**config.mk**
```make
export PLATFORM = sky130hd
export DESIGN_NAME = alu_op_sequencer
export DESIGN_NICKNAME = d
export VERILOG_FILES = /design/src/rtl/alu_op_sequencer.sv
export SDC_FILE = /design/constraint.sdc
export NUM_CORES = 1
export LEC_CHECK = 0
export CORE_MARGIN = 4
export CORE_UTILIZATION = 57
export DETAILED_ROUTE_END_ITERATION = 10
export PLACE_DENSITY = 0.8
export SYNTH_ARGS = -nofsm -noshare
export SYNTH_HDL_FRONTEND = slang
export SYNTH_SLANG_ARGS = --single-unit
```
**constraint.sdc**
```tcl
create_clock -name clk -period 3.87 [get_ports clk]
set_input_delay 1.161 -clock clk [delete_from_list [all_inputs] [get_ports clk]]
set_output_delay 1.161 -clock clk [all_outputs]
set_load 0.05 [all_outputs]
```
**src/rtl/alu_op_sequencer.sv**
```systemverilog
// alu_op_sequencer: issue and writeback stage wrapped around an 8-bit signed ALU.
//
// Accepts 16-bit instructions over a valid/ready handshake, reads operands from
// a small signed register file, drives the ALU for one cycle, captures its
// magnitude+sign result and writes the two's-complement value back.
//
// Instruction format:
//   [15:13] opcode, [12:10] dst, [9:7] src1, [6:4] src2, [7:0] imm (LOADI only)
// Opcodes: 000 NOP, 001 ADD, 010 MUL, 111 LOADI, others illegal (dropped).
//
// Ports:
//   clk, rst_n           clock, asynchronous active-low reset
//   instr_valid/ready    instruction handshake
//   instr                instruction word
//   alu_enable/code      ALU control (registered, valid during EXEC only)
//   alu_in1/alu_in2      ALU operands (registered, valid during EXEC only)
//   alu_result/alu_sign  ALU magnitude and sign, captured at the end of EXEC
//   done                 one-cycle pulse when an instruction retires
//   illegal_op           one-cycle pulse when an unsupported opcode is dropped
//   dbg_addr/dbg_data    combinational register-file read port
//
// Optional build macro ALU_SEQ_STATUS_EN adds:
//   flag_zero            last written value was zero
//   flag_neg             bit 7 of the last written value
//   flag_sticky_wrap     an ADD returned magnitude 0 with sign 1; cleared by reset only

module alu_op_sequencer #(
   parameter int unsigned NREGS = 8,
   parameter int unsigned DW    = 8
) (
   input  logic          clk,
   input  logic          rst_n,
   input  logic          instr_valid,
   output logic          instr_ready,
   input  logic [15:0]   instr,
   output logic          alu_enable,
   output logic [2:0]    alu_code,
   output logic [DW-1:0] alu_in1,
   output logic [DW-1:0] alu_in2,
   input  logic [DW-1:0] alu_result,
   input  logic          alu_sign,
   output logic          done,
   output logic          illegal_op,
   input  logic [2:0]    dbg_addr,
`ifdef ALU_SEQ_STATUS_EN
   output logic          flag_zero,
   output logic          flag_neg,
   output logic          flag_sticky_wrap,
`endif
   output logic [DW-1:0] dbg_data
);

   localparam int unsigned AW = $clog2(NREGS);

   localparam logic [2:0] OpNop   = 3'b000;
   localparam logic [2:0] OpAdd   = 3'b001;
   localparam logic [2:0] OpMul   = 3'b010;
   localparam logic [2:0] OpLoadi = 3'b111;

   typedef enum logic [1:0] {StIdle, StExec, StWb} state_e;

   state_e          state_q, state_d;
   logic [DW-1:0]   regs_q [NREGS];

   logic            is_add_q, is_add_d;
   logic [AW-1:0]   dst_q, dst_d;
   logic [DW-1:0]   res_mag_q, res_mag_d;
   logic            res_sign_q, res_sign_d;

   logic            alu_enable_d;
   logic [2:0]      alu_code_d;
   logic [DW-1:0]   alu_in1_d, alu_in2_d;
   logic            done_d, illegal_op_d;

   logic            we;
   logic [AW-1:0]   waddr;
   logic [DW-1:0]   wdata;
   logic [DW-1:0]   wb_value;

   logic [2:0]      opcode;
   logic [AW-1:0]   instr_dst, instr_src1, instr_src2;

   assign opcode     = instr[15:13];
   assign instr_dst  = instr[10 +: AW];
   assign instr_src1 = instr[7 +: AW];
   assign instr_src2 = instr[4 +: AW];

   assign instr_ready = (state_q == StIdle);
   assign dbg_data    = regs_q[dbg_addr[AW-1:0]];

   // ADD returns sign+magnitude; negate back to two's complement. Magnitude 0
   // with sign 1 (the -256 wrap) naturally negates to 0x00 modulo 2^DW.
   // MUL already delivers the Q1.7 slice, so its sign is not applied.
   assign wb_value = (is_add_q && res_sign_q) ? DW'(~res_mag_q + DW'(1)) : res_mag_q;

   always_comb begin
      state_d      = state_q;
      is_add_d     = is_add_q;
      dst_d        = dst_q;
      res_mag_d    = res_mag_q;
      res_sign_d   = res_sign_q;
      alu_enable_d = 1'b0;
      alu_code_d   = 3'b000;
      alu_in1_d    = '0;
      alu_in2_d    = '0;
      done_d       = 1'b0;
      illegal_op_d = 1'b0;
      we           = 1'b0;
      waddr        = dst_q;
      wdata        = wb_value;

      unique case (state_q)
         StIdle: begin
            if (instr_valid) begin
               case (opcode)
                  OpAdd, OpMul: begin
                     is_add_d     = (opcode == OpAdd);
                     dst_d        = instr_dst;
                     alu_enable_d = 1'b1;
                     alu_code_d   = opcode;
                     alu_in1_d    = regs_q[instr_src1];
                     alu_in2_d    = regs_q[instr_src2];
                     state_d      = StExec;
                  end
                  OpLoadi: begin
                     we     = 1'b1;
                     waddr  = instr_dst;
                     wdata  = instr[7:0];
                     done_d = 1'b1;
                  end
                  OpNop: begin
                     done_d = 1'b1;
                  end
                  default: begin
                     illegal_op_d = 1'b1;
                  end
               endcase
            end
         end
         StExec: begin
            res_mag_d  = alu_result;
            res_sign_d = alu_sign;
            // Registered, so done is high throughout the WB cycle.
            done_d     = 1'b1;
            state_d    = StWb;
         end
         StWb: begin
            we      = 1'b1;
            state_d = StIdle;
         end
         default: begin
            state_d = StIdle;
         end
      endcase
   end

   always_ff @(posedge clk or negedge rst_n) begin
      if (!rst_n) begin
         state_q    <= StIdle;
         is_add_q   <= 1'b0;
         dst_q      <= '0;
         res_mag_q  <= '0;
         res_sign_q <= 1'b0;
         alu_enable <= 1'b0;
         alu_code   <= 3'b000;
         alu_in1    <= '0;
         alu_in2    <= '0;
         done       <= 1'b0;
         illegal_op <= 1'b0;
      end else begin
         state_q    <= state_d;
         is_add_q   <= is_add_d;
         dst_q      <= dst_d;
         res_mag_q  <= res_mag_d;
         res_sign_q <= res_sign_d;
         alu_enable <= alu_enable_d;
         alu_code   <= alu_code_d;
         alu_in1    <= alu_in1_d;
         alu_in2    <= alu_in2_d;
         done       <= done_d;
         illegal_op <= illegal_op_d;
      end
   end

   always_ff @(posedge clk or negedge rst_n) begin
      if (!rst_n) begin
         for (int i = 0; i < NREGS; i++) begin
            regs_q[i] <= '0;
         end
      end else if (we) begin
         regs_q[waddr] <= wdata;
      end
   end

`ifdef ALU_SEQ_STATUS_EN
   always_ff @(posedge clk or negedge rst_n) begin
      if (!rst_n) begin
         flag_zero        <= 1'b0;
         flag_neg         <= 1'b0;
         flag_sticky_wrap <= 1'b0;
      end else if (we) begin
         flag_zero <= (wdata == '0);
         flag_neg  <= wdata[DW-1];
         if (state_q == StWb && is_add_q && res_sign_q && res_mag_q == '0) begin
            flag_sticky_wrap <= 1'b1;
         end
      end
   end
`endif

endmodule

```
[After elaboration in Yosys (flattened, before gate mapping)]
Cells that the tools add are included.
Operators by class
  $add $sub $neg: 1
  magnitude comparators: 5
  eq/ne operators: 7
  muxes and demuxes: 43
  bitwise gates (word level): 5
  reductions and logical operators: 9
Operator list (number)
  8-bit two-way mux: 17
  8-bit binary-select mux with 3-bit select: 3
  64-bit bitwise mux: 1
  8-bit demux with 3-bit select: 1
  3-bit two-way mux: 6
  4-bit >= comparator, second input constant: 4
  3-bit inverter with 4-bit output: 4
  1-bit two-way mux: 10
  8-bit by 1-bit adder with 8-bit output, second input constant: 1
  8-bit inverter: 1
  4-bit by 1-bit less-than comparator with 1-bit output, second input constant: 1
  2-bit two-way mux: 2
  1-bit case mux with 2 select lines: 2
  2-bit case mux with 2 select lines: 1
  2-bit OR reduction: 2
  4-bit OR reduction: 1
  3-bit by 1-bit == test with 1-bit output, second input constant: 1
  3-bit by 2-bit == test with 1-bit output, second input constant: 1
  3-bit == test, second input constant: 1
  3-bit zero test: 1
  3-bit AND reduction: 1
  2-bit by 1-bit == test with 1-bit output, second input constant: 1
  2-bit == test, second input constant: 1
  1-bit logical AND: 2
  4 further kinds: 4
Word-level totals
  bits in registers: 101
  input port bits: 31
  word-level logic and storage cells: 89

[Depth between registers and ports, before layout]
  word-level depth: 10
  depth in mapped cells: 8

[Worst setup path before layout]
Ideal clock, no wire load.
  path kind: input-to-output
  from: in dbg_addr[0]
  to: out dbg_data[6]
  arrival: 2596 ps
  data required time: 2709 ps
  path slack: 113 ps
  stages: 4
  cells stage by stage: buf_2 > buf_2 > mux4_2 > mux2_2
Between the ends
  cells in the longest elaborated chain, start to end: 4
RTL lines
  start, declared: RTL line 44  | input logic [2:0] dbg_addr,
  3-bit inverter with 4-bit output (not written as such): RTL line 89  | assign dbg_data = regs_q[dbg_addr[AW-1:0]];
  8-bit binary-select mux with 3-bit select: RTL line 89
  8-bit two-way mux (not written as such) (2 in a row): RTL line 89
  end, declared: RTL line 50  | output logic [DW-1:0] dbg_data
No other way between the ends. The select of a mux whose other input is x is not followed.

[Worst setup path after layout]
  from: in dbg_addr[1]
  to: out dbg_data[0]
Same word-level chain as after synthesis.

==> reports/qor.txt <==
Status: finished, final reports clean
Crit Path Max Fanout: 16
Type of element launching the critical path: primary input
Final clock skew: 20.37 ps
Multi-input gate area: 3157 µm²
Synth Area in Compound Gates: 10.43%
Layout cells sized above 1: 35.50%
DR iter-0 viols: 342
Worst Tran Pin Value: 921.4 ps
Clk Latency, worst-skew pair: 370 ps
Clock buffer depth: 2
Syn Nets: 450
Post-synthesis sequential element count: 101
H-Tree Depth: 3
Placed inst area: 6681 µm²
Crit path max-delay family: buffers and inverters
Number of flops mapped to enable cells by yosys: 0
Final Util: 69.71%
Drt drc: 0
Final Hold Fails: 0
Hold crit path type: reg2reg
Vias per cell: 6.412
Die area: 11980 µm²
Hold path startpoint: res_mag_q[7]
Fin. max-slew vios: 0
Rows: 36
Register area share after synthesis: 43.07%
Max-Slew Margin vs Limit: 38.38%
CTS sink cnt: 101
Average routed wire per standard cell: 22.28 µm
Crit path buffers/inverters: 3
R2R cell count: 5
Drt first pass iters: 4
Flop pwr share: 42.8%
HPWL Detailed: 9885 µm
Worst-path clk slew: 100 ps
Worst Hold Depth: 1
Die X: 109.5 µm
Gate Count Post-Synth: 418
VDD IR max: 0.3381 mV
Nets: 520
Main synth FF type: dfrtp_1
Xor and xnor area share after synthesis: 0.5970%
Psw: 1568 µW
Setup ws final: 56.66 ps
Power density cells: 616.2 nW/µm²
Yosys cell types: 55
Area Growth Syn to Fin: 17.72%
Clock power share: 16.3%
# setup viols final: 0
WHS Endpoint: res_mag_q[7]
Worst path required time: 2710 ps
Critical path class: in2out
Net Sw Frac: 36.84%
CP Cell Sequence: clkdlybuf4s50_1 -> buf_12 -> mux4_2 -> mux2_2 -> buf_4
Critical path's largest stage delay: 520 ps
Core ar.: 9910 µm²
Worst r2r dst: regs_q[51]
Root Driver: clkbuf_8
RSZ-0062 raised after global routing: false
Vias: 4014
Reg area: 2527 µm²
Largest net degree at the start of global routing: 49
Fin crit period: 3813 ps
Share of flip-flops with an asynchronous set or reset: 100.0%
Antenna viol nets, final: 0
Vias in the first global route: 4221
R2R Setup Slk: 1620 ps
Lkg Pwr: 0.002938 µW
IO Pins: 62
Ant diodes: 0
Final instance area: 6908 µm²
Post-synthesis adder-cell area fraction: 0.2132%
Main combinational cell family by area after synthesis: multiplexers
Critical Path AT: 2650 ps
Filler cells: 685
Global route overflow: 0
Mean Syn Cell Area: 14.04 µm²
Initial antenna violation count: 0
Routed WL: 13950 µm
Sum Neg Setup Slack: 0 ps
CTS tree: yes
Post-synthesis mux area share: 34.22%
Post CTS Setup Buffer Count: 0
Internal power consumption: 2688 µW
Yosys warning count: 0
Global-route wire length before repair: 22760 µm
R2R Path Start: state_q[1]
Die Y: 109.5 µm
Simple-gate share of the synthesized area: 8.273%
Num CTS Buffers: 9
Initial core utilization: 59.22%
Setup crit end kind: output pin
Port buffer count: 61
Max_cap viols: 0
Crit-path slowest cell: clkdlybuf4s50_1
GRT Total Usage: 25.07%
Final worst-path cycle share: 98.54%
Synth Cell Area: 5868 µm²
Combinational power share: 40.9%
Final GP Congestion: 0.8475
Fmax achieved: 262.2 MHz
Pre-CTS setup slack: -163.6 ps
-- area by class of cell --
class                   instances  share of cell area, %
flip-flops and latches        101                  36.59
well taps                     133                  2.409
clock inverters                 5                 0.9781
repair buffers                 87                  11.99
inverters                       8                 0.4347
clock buffers                  11                  1.902
multi-input cells             281                  45.70
-- flip-flops by register name, indices dropped and copies added, names as in the netlist, 2 cells and up --
register,count
state_q,2
res_mag_q,8
dst_q,3
alu_in2,8
regs_q,64
alu_in1,8
alu_code,3
-- stage by stage --
step	cells	power [µW]	hold WS, ps
after CTS	626	4239	542.3
after floorplan	418	3014	483.2
after global routing	626	4473	568.4
final	626	4257	538.9
after global placement	609	3459	509.0
after detailed placement	609	3544	518.1
-- layer usage --
metal	GRT usage [%]	part of all wire [%]
met3	5.050	6.3
met5	0	0
met1	35.04	43
met2	39.97	49
met4	7.747	1.7
-- cell families (layout without fill, tap and decap cells) --
family / Yosys count / after routing
xor gates and xnor gates: 4 / 4
DFF: 101 / 101
muxes: 127 / 127
adders and majority gates: 1 / 1
AOI/OAI and AO/OA: 68 / 68
other: 1 / 1
and+or+nand+nor: 80 / 80
buffers and inverters: 36 / 111
-- Yosys cell counts (2+ instances only) --
| library cell | instances | area (µm²) |
|---|---|---|
| mux2_1 | 8 | 90.09 |
| buf_1 | 3 | 11.26 |
| nand3b_1 | 3 | 22.52 |
| nand2_1 | 9 | 33.78 |
| o21ai_0 | 7 | 35.03 |
| or2_1 | 4 | 25.02 |
| o21a_2 | 3 | 26.28 |
| and4_1 | 3 | 26.28 |
| a211oi_2 | 2 | 25.02 |
| inv_1 | 8 | 30.03 |
| clkbuf_1 | 7 | 26.28 |
| mux2i_1 | 21 | 210.2 |
| a21boi_0 | 2 | 15.01 |
| nor3_1 | 7 | 35.03 |
| a32o_1 | 16 | 160.2 |
| xor2_1 | 4 | 35.03 |
| buf_2 | 12 | 60.06 |
| mux4_2 | 48 | 1081 |
| mux2_4 | 17 | 255.2 |
| o21ai_4 | 3 | 48.80 |
| a21oi_1 | 8 | 40.04 |
| buf_6 | 3 | 33.78 |
| o2111a_1 | 2 | 22.52 |
| a31oi_1 | 2 | 12.51 |
| mux2_2 | 33 | 371.6 |
| dfrtp_1 | 101 | 2527 |
| a2111oi_2 | 4 | 60.06 |
| and3_1 | 2 | 12.51 |
| nand3_1 | 2 | 10.01 |
| o21ai_1 | 2 | 10.01 |
| buf_4 | 3 | 22.52 |
| nor3_4 | 2 | 32.53 |
| or3_1 | 2 | 12.51 |
| or2_2 | 4 | 25.02 |
| o2bb2ai_1 | 8 | 70.07 |
| o21a_1 | 2 | 15.01 |
| nor4_4 | 3 | 63.81 |
| nor2_1 | 31 | 116.4 |
-- placed cells by master, fill, tap and decap left out, types with 9 or more instances in the layout --
master	instances
clkdlybuf4s50_1	51
mux2_4	17
dfrtp_1	101
clkbuf_8	9
mux4_2	48
mux2i_1	21
nand2_1	9
buf_4	32
a32o_1	16
mux2_2	33
nor2_1	31
-- worst max-delay path by stage --
stage	start	slack, ps	cells past startpoint	end
floorplan	dbg_addr[0]	110	4	dbg_data[6]
global placement	dbg_addr[0]	-150	5	dbg_data[6]
detailed placement	dbg_addr[0]	-160	5	dbg_data[0]
CTS	dbg_addr[0]	20	5	dbg_data[3]
global route	dbg_addr[1]	30	5	dbg_data[5]
finish	dbg_addr[1]	60	5	dbg_data[0]
-- power groups by stage --
stage | Combinational [µW] | Sequential, µW | Clock (µW)
6_report | 1740 | 1820 | 695
5_1_grt | 1860 | 1860 | 749
4_1_cts | 1740 | 1800 | 698
3_5_place_dp | 1720 | 1820 | 0
3_3_place_gp | 1670 | 1790 | 0
2_1_floorplan | 1300 | 1720 | 0
-- what timing repair did --
action | in CTS | in global routing
gates resized for setup | 2 | 1
endpoints found under the setup margin | 8 | 4
hold buffers | 0 | 0
gates cloned | 1 | 0
pin swaps | 0 | 0
Note: power is estimated with default switching activity, not from simulation.
